$ cat src/rtl/gb_timer_pkg.sv
// gb_timer_pkg: register addresses, FSM states and TAC tap decode shared by the
// DMG timer block and its divider.
package gb_timer_pkg;
   localparam logic [15:0] ADDR_DIV  = 16'hFF04;
   localparam logic [15:0] ADDR_TIMA = 16'hFF05;
   localparam logic [15:0] ADDR_TMA  = 16'hFF06;
   localparam logic [15:0] ADDR_TAC  = 16'hFF07;

   typedef enum logic [1:0] {RUN, DELAY, RELOAD} timer_state_t;

   function automatic logic [3:0] tac_tap(input logic [1:0] sel);
      return sel == 2'd0 ? 4'd9 : sel == 2'd1 ? 4'd3 : sel == 2'd2 ? 4'd5 : 4'd7;
   endfunction
endpackage

$ cat src/rtl/gb_div_counter.sv
// gb_div_counter: free-running 16-bit system counter behind DIV, exposing the
// upper byte and the TAC-selected tap bit.
module gb_div_counter
   import gb_timer_pkg::*;
(
   input  logic       cpu_clock,
   input  logic       rst,
   input  logic       clr_i,
   input  logic [1:0] sel_i,
   output logic [7:0] div_o,
   output logic       tap_o
);
   logic [15:0] cnt_q, cnt_d;

   assign cnt_d = clr_i ? '0 : cnt_q + 16'd1;

   always_ff @(posedge cpu_clock) cnt_q <= rst ? '0 : cnt_d;

   assign div_o = cnt_q[15:8];
   assign tap_o = cnt_q[tac_tap(sel_i)];
endmodule

$ cat src/rtl/gb_timer.sv
// gb_timer: DMG DIV/TIMA/TMA/TAC registers with falling-edge TIMA clocking,
// delayed overflow reload and one-cycle timer interrupt request.
module gb_timer
   import gb_timer_pkg::*;
#(
   parameter int OVF_DELAY = 4
) (
   input  logic        cpu_clock,
   input  logic        rst,
   input  logic [15:0] addr_bus,
   input  logic [7:0]  data_in,
   input  logic        we,
   output logic [7:0]  data_out,
   output logic        hit,
   output logic        irq_timer
);
   localparam int DW = $clog2(OVF_DELAY + 1);

   timer_state_t  state_q, state_d;
   logic [DW-1:0] dly_q, dly_d;
   logic [7:0]    tima_q, tima_d, tma_q, tma_d, div;
   logic [2:0]    tac_q, tac_d;
   logic          tick_q, tick_src, fall, tap;
   logic          wr_div, wr_tima, wr_tma, wr_tac;

   assign wr_div  = we && addr_bus == ADDR_DIV;
   assign wr_tima = we && addr_bus == ADDR_TIMA;
   assign wr_tma  = we && addr_bus == ADDR_TMA;
   assign wr_tac  = we && addr_bus == ADDR_TAC;

   gb_div_counter u_div (
      .cpu_clock(cpu_clock),
      .rst      (rst),
      .clr_i    (wr_div),
      .sel_i    (tac_q[1:0]),
      .div_o    (div),
      .tap_o    (tap)
   );

   // DIV-clear and TAC glitches come for free from this single edge detector
   assign tick_src = tac_q[2] & tap;
   assign fall     = tick_q & ~tick_src;
   assign tma_d    = wr_tma ? data_in : tma_q;
   assign tac_d    = wr_tac ? data_in[2:0] : tac_q;

   always_comb begin
      state_d = state_q;
      tima_d  = tima_q;
      dly_d   = dly_q;
      case (state_q)
         RUN: begin
            if (wr_tima) tima_d = data_in;
            else if (fall && tima_q == 8'hFF) begin
               tima_d  = 8'h00;
               state_d = DELAY;
               dly_d   = DW'(OVF_DELAY - 1);
            end else if (fall) tima_d = tima_q + 8'd1;
         end
         DELAY: begin
            if (wr_tima) begin
               tima_d  = data_in;
               state_d = RUN;
            end else if (dly_q == '0) state_d = RELOAD;
            else dly_d = dly_q - DW'(1);
         end
         RELOAD: begin
            tima_d  = tma_d;
            state_d = RUN;
         end
         default: state_d = RUN;
      endcase
   end

   always_ff @(posedge cpu_clock) begin
      if (rst) begin
         state_q <= RUN;
         dly_q   <= '0;
         tima_q  <= '0;
         tma_q   <= '0;
         tac_q   <= '0;
         tick_q  <= 1'b0;
      end else begin
         state_q <= state_d;
         dly_q   <= dly_d;
         tima_q  <= tima_d;
         tma_q   <= tma_d;
         tac_q   <= tac_d;
         tick_q  <= tick_src;
      end
   end

   // during RELOAD TIMA already shows the value it is about to take
   assign irq_timer = state_q == RELOAD;
   assign hit       = addr_bus[15:2] == ADDR_DIV[15:2];
   assign data_out  = !hit                  ? 8'hFF :
                      addr_bus[1:0] == 2'd0 ? div :
                      addr_bus[1:0] == 2'd1 ? (state_q == RELOAD ? tma_q : tima_q) :
                      addr_bus[1:0] == 2'd2 ? tma_q : {5'b11111, tac_q};
endmodule

$ cat config.mk
export PLATFORM = sky130hd
export DESIGN_NAME = gb_timer
export DESIGN_NICKNAME = d
export VERILOG_FILES = /design/src/rtl/gb_timer_pkg.sv /design/src/rtl/gb_div_counter.sv /design/src/rtl/gb_timer.sv
export SDC_FILE = /design/constraint.sdc
export NUM_CORES = 1
export LEC_CHECK = 0
export ABC_AREA = 0
export BUFFER_PORTS_ARGS = -buffer_cell sky130_fd_sc_hd__buf_2
export CELL_PAD_IN_SITES_DETAIL_PLACEMENT = 1
export CELL_PAD_IN_SITES_GLOBAL_PLACEMENT = 1
export CORE_AREA = 2 2 65 128
export DETAILED_ROUTE_END_ITERATION = 6
export DIE_AREA = 0 0 67 130
export PLACE_DENSITY = 0.68
export SLEW_MARGIN = 20
export SYNTH_ARGS = -nofsm -noshare
export SYNTH_HDL_FRONTEND = slang
export SYNTH_HIERARCHICAL = 1
export SYNTH_SLANG_ARGS = --single-unit
$ cat constraint.sdc
create_clock -name cpu_clock -period 3.5 [get_ports cpu_clock]
set_clock_uncertainty 0.05 [all_clocks]
set_input_delay 0.525 -clock cpu_clock [delete_from_list [all_inputs] [get_ports cpu_clock]]
set_output_delay 0.525 -clock cpu_clock [all_outputs]
set_load 0.02 [all_outputs]
### After elaboration in Yosys (flattened, before gate mapping)

Index checks and enable logic that the tools add are counted.

| cells by class | value |
|---|---|
| muxes and demuxes | 26 |
| add/subtract/negate cells | 3 |
| reduce and logical (&&, ||, !) cells | 15 |
| bitwise operators | 3 |
| magnitude comparators | 1 |
| equality and inequality tests | 19 |

Operator list:

| operator | number |
|---|---|
| 2-to-1 mux 8 bit | 10 |
| == test 16 bit (second input constant) | 4 |
| one-hot mux 8 bit (3 select lines) | 1 |
| adder 16 x 1 -> 16 bit (second input constant) | 1 |
| == test 14 bit (second input constant) | 1 |
| 2-to-1 mux 3 bit | 4 |
| 2-to-1 mux 2 bit | 5 |
| != test 2 bit (second input constant) | 5 |
| adder 8 x 1 -> 8 bit (second input constant) | 1 |
| == test 8 bit (second input constant) | 1 |
| 2-to-1 mux 4 bit | 2 |
| == test 2 x 1 -> 1 bit (second input constant) | 3 |
| == test 2 bit (second input constant) | 3 |
| zero test 2 bit | 3 |
| one-hot mux 3 bit (2 select lines) | 1 |
| AND reduction 3 bit | 2 |
| logical AND 1 bit | 5 |
| less-than comparator 4 x 5 -> 1 bit (second input constant) | 1 |
| AND reduction 5 bit | 1 |
| binary-select mux 1 bit (select 4 bit) | 1 |
| != test 4 bit (second input constant) | 1 |
| one-hot mux 2 bit (2 select lines) | 1 |
| zero test 3 bit | 1 |
| != test 3 bit (second input constant) | 1 |
| other kinds (7) | 8 |

| storage, ports and cells | value |
|---|---|
| output and inout port bits | 10 |
| word-level logic and storage cells | 74 |
| bits of input ports | 27 |
| register bits | 41 |

### Depth between registers and ports, before layout

| logic depth | value |
|---|---|
| depth after elaboration | 13 |
| mapped depth | 9 |
| mapped depth without buffers | 8 |

### By module

Netlist, hierarchy kept.

Modules (own cells, without submodules):

| module | times used | sequential area each (um^2) | area an instance (um^2) | cells an instance |
|---|---|---|---|---|
| gb_timer | 1 | 500.5 | 1,823.0 | 237 |
| gb_div_counter | 1 | 320.3 | 814.5 | 87 |

### Worst setup path after synthesis

Ideal clock, no wire load.

| path | value |
|---|---|
| path type | input port to output port |
| start | input addr_bus[3] |
| end | output data_out[0] |
| path buffers | 1 |
| data arrival time | 2,209 ps |
| data required time | 2,925 ps |
| path slack | 716 ps |
| stages on the path | 4 |
| cell sequence | or4b_4 > nor4_2 > clkbuf_1 > o211ai_1 |

| between the ends | value |
|---|---|
| word-level cells in the longest chain between the ends | 2 |

RTL lines:

| item | RTL line | text |
|---|---|---|
| start, declared | gb_timer.sv:10 | `input logic [15:0] addr_bus,` |
| == test 14 bit | gb_timer.sv:94 | `assign hit = addr_bus[15:2] == ADDR_DIV[15:2];` |
| via hit | gb_timer.sv:14 | `output logic hit,` |
| 2-to-1 mux 8 bit | gb_timer.sv:95 | `assign data_out = !hit ? 8'hFF :` |
| end, declared | gb_timer.sv:13 | `output logic [7:0] data_out,` |

The timed path passes the listed nets, and every way through them passes these cells.

### Worst setup path in the final report

| path | value |
|---|---|
| start | register tac_q[1] |
| end | register dly_q[2] |

| between the ends | value |
|---|---|
| word-level cells in the longest chain between the ends | 12 |
| elaborated cells between the ends (all ways) | 14 |
| those cells by class | 3 x eq/ne; 5 x mux; 3 x bitwise; 3 x reduce/logical |

RTL lines:

| item | RTL line | text |
|---|---|---|
| start, declared | gb_timer.sv:22 | `logic [2:0] tac_q, tac_d;` |
| start signal, assigned | gb_timer.sv:87 | `tac_q <= tac_d;` |
| == test 2 bit | gb_timer_pkg.sv:12 | `return sel == 2'd0 ? 4'd9 : sel == 2'd1 ? 4'd3 : sel == 2'd2 ? 4'd5 : 4'd7;` |
| 2-to-1 mux 2 bit | gb_timer_pkg.sv:12 |  |
| 2-to-1 mux 4 bit | gb_timer_pkg.sv:12 |  |
| 2-to-1 mux 4 bit * | gb_timer_pkg.sv:12 |  |
| binary-select mux 1 bit (select 4 bit) * | gb_div_counter.sv:20 | `assign tap_o = cnt_q[tac_tap(sel_i)];` |
| 2-to-1 mux 1 bit (not written as such) * | gb_div_counter.sv:20 |  |
| via tap | gb_timer.sv:23 | `logic tick_q, tick_src, fall, tap;` |
| AND 1 bit * | gb_timer.sv:41 | `assign tick_src = tac_q[2] & tap;` |
| inverter 1 bit * | gb_timer.sv:42 | `assign fall = tick_q & ~tick_src;` |
| AND 1 bit * | gb_timer.sv:42 |  |
| logical AND 1 bit * | gb_timer.sv:53 | `else if (fall && tima_q == 8'hFF) begin` |
| != test 2 bit (no line) * | - |  |
| AND reduction 5 bit (no line) * | - |  |
| end signal, assigned | gb_timer.sv:84 | `dly_q <= dly_d;` |
| end, declared | gb_timer.sv:20 | `logic [DW-1:0] dly_q, dly_d;` |

The timed path passes the listed nets; every way through them passes the cells marked *. The select of a mux whose other input is x is not followed.
A chain may end at the register's enable or synchronous reset.

==> results.cfg <==
[routing]
postRouteWirelength_um = 7730
drt_first_pass_iters = 4
wl_per_cell_um = 17.3
drt-vias-per-instance = 5.52
drc = 0
vias = 2463
drt_iter0_drc = 94
antenna_left = 0

[clock_tree]
cts-htree-levels = 2
cts_tree = done
cts.clk_slew.worst_paths_ns = 0.06
cts_buffers = 5
post_cts_buffers = 0
root_buffer = clkbuf_16
hold_buffers = 0
clock_latency_ns = 0.29
clk_path_buf_depth = 2
cts_resized = 0
clkSinkCount = 41

[job]
drv_cap = 0

[synth]
yosys.area.top_type_share = 0.311
syn_area_um2 = 2640
synthTopCellsByArea = dfxtp_1 31%, mux2i_1 6.5%, nand2_1 6.0%
yosys_warnings = 6
synth_top_cell_by_area = dfxtp_1
synth_seq_area_share = 0.311
ys_seq_elements = 41
syn_inst = 324
ys.flop_type = dfxtp_1
syn-num-nets = 360
synth-edff-count = 0
synth_cell_types = 60
yosysMostFrequentCell = nand2_1
async_reset_ff_frac = 0
avgSynthCellArea_um2 = 8.14
ys_top_cells_by_count = 42 x nand2_1, 41 x dfxtp_1, 37 x nor2_1

[floorplanning]
initial_core_util = 0.337
top_level_ports = 37
core_um2 = 7830
die_area_um2 = 8710
rows = 46
die_w_um = 67
die_h_um = 130

[placed_design]
place_hpwl_um = 5930
numPortBuffers = 36
gp_congestion = 0.854

[timing]
final_max_slew_viol_count = 0
hold_viol = 0
rsz0062_at_grt = false
max_freq_mhz = 362
whs_ns = 0.416
tightest_slew_ns = 0.626
setup_viol = 0
finalCriticalPeriod_ns = 2.76
slew_headroom = 0.583
tns_ns = 0
finalCritPeriodShare = 0.789

[worst_setup_path]
cp.buffers_inverters = 0
end_kind = flop
crit_path_max_incr_delay_ns = 0.57
slowest_stage = mux4_2
r2r_slack_ns = 0.74
worstSetupPathDepth = 7
r2r_start = tac_q[1]$_SDFFE_PP0P_
crit_required_ns = 3.67
arrival_ns = 2.93
reg2reg_to = dly_q[2]$_SDFFE_PP0P_
reg2reg_depth = 7
crit_family = simple AND/OR/NAND/NOR gates
start_kind = flop
path_max_fanout = 6
cp_cell_sequence = mux4_2 > a21boi_0 > nand3_1 > nor3_1 > o211ai_1 > or3b_2 > a21oi_1
path_class = reg2reg

[global_routing]
antenna_found_initial = 0
grt_use_total = 0.193
grt_max_degree = 23
grt_overflow = 0
grt_pass1_wl_um = 12800
grt_pass1_vias = 2539

[worst_hold_path]
hold_depth = 1
min_to = u_div/cnt_q[0]$_SDFF_PP0_
min_from = u_div/cnt_q[0]$_SDFF_PP0_
hp-class = reg2reg

[pwr]
peakVddDrop_v = 0.000409
leakagePower_nw = 1.05
power.density_nw_per_um2 = 331

[final_layout]
nNetsFinal = 385
antenna_cells = 0
synthToLayoutAreaGrowth_pct = 13.0
drive_above_1_share = 0.186
n_fill_cell = 995

[status]
status = finished clean
-- logic make-up (layout without fill, tap and decap cells) --
| group | after synthesis | count (layout) | share of synthesized area |
|---|---|---|---|
| XOR/XNOR | 15 | 15 | 0.0498 |
| multiplexers | 18 | 18 | 0.0731 |
| AND/OR/NAND/NOR | 133 | 133 | 0.269 |
| adder cells (fa/ha/maj) | 9 | 9 | 0.0427 |
| flip-flops | 41 | 41 | 0.311 |
| buffers and inverters | 35 | 61 | 0.0645 |
| AO/OA/AOI/OAI | 73 | 73 | 0.189 |
-- sequential cells by signal, indices dropped and copies added, names as in the netlist --
signal and cells:
dly_q 3, state_q 2, tac_q 3, tick_q 1, tima_q 8, tma_q 8
u_div/cnt_q 16
-- through the flow --
step / instances / util / setup slack, ns / area (µm²) / power (mW)
after detailed placement: 438 / 0.363 / 0.578 / 2840 / 0.542
after global routing: 446 / 0.381 / 0.510 / 2980 / 1.02
after global placement: 438 / 0.363 / 0.725 / 2840 / 0.540
after floorplan: 324 / - / 0.716 / 2640 / 0.516
final: 446 / 0.381 / 0.738 / 2980 / 0.987
after CTS: 446 / 0.381 / 0.728 / 2980 / 1.00
-- layout by cell type, fill, tap and decap left out, types with 2 or more instances in the layout --
master	n
nand2_1	42
dfxtp_1	41
nor2_1	37
buf_2	36
a21oi_1	22
mux2i_1	17
inv_1	15
nand3_1	12
xnor2_1	10
ha_1	9
nor3_1	7
o22ai_1	6
a31oi_1	6
o21ai_0	6
o211ai_1	5
xor2_1	5
clkbuf_16	5
nand2b_1	4
nand4_1	4
a211oi_1	4
a22oi_1	4
nor4_2	3
or3_1	3
a221o_1	3
a32o_1	3
nor2b_1	2
a21o_1	2
and3_1	2
o221ai_1	2
clkinv_2	2
buf_4	2
-- area by class of cell --
cell class              instances  area (µm²)  share of cell area
well taps                      96         120              0.0403
multi-input cells             248        1650               0.552
flip-flops and latches         41         821               0.275
inverters                      15        56.3              0.0189
clock inverters                 3        17.5             0.00587
repair buffers                 38         195              0.0655
clock buffers                   5         125              0.0420
-- how the worst max path moves through the flow --
stage | to | slack, ns | from
2_1_floorplan | data_out[0] | 0.72 | addr_bus[3]
6_report | dly_q[2]$_SDFFE_PP0P_ | 0.74 | tac_q[1]$_SDFFE_PP0P_
5_1_grt | dly_q[2]$_SDFFE_PP0P_ | 0.51 | tac_q[1]$_SDFFE_PP0P_
4_1_cts | data_out[0] | 0.73 | state_q[0]$_SDFFE_PP0P_
3_3_place_gp | tima_q[5]$_SDFFE_PP0P_ | 0.73 | addr_bus[3]
3_5_place_dp | dly_q[1]$_SDFFE_PP0P_ | 0.58 | addr_bus[3]
-- where the power goes --
group          internal [mW]  switching (mW)
clock network          0.262           0.194
registers              0.470         0.00340
logic                 0.0221          0.0363
-- per-layer routing --
metal / up-vias / GRT usage / wire length [µm]
met2: 55 / 0.333 / 3910
met5: - / 0 / 0
met1: 1190 / 0.234 / 3340
met4: 0 / 0.0744 / 188
met3: 12 / 0.0310 / 294
li1: 1206 / - / -
No activity file was read; power rests on OpenSTA's default activity.
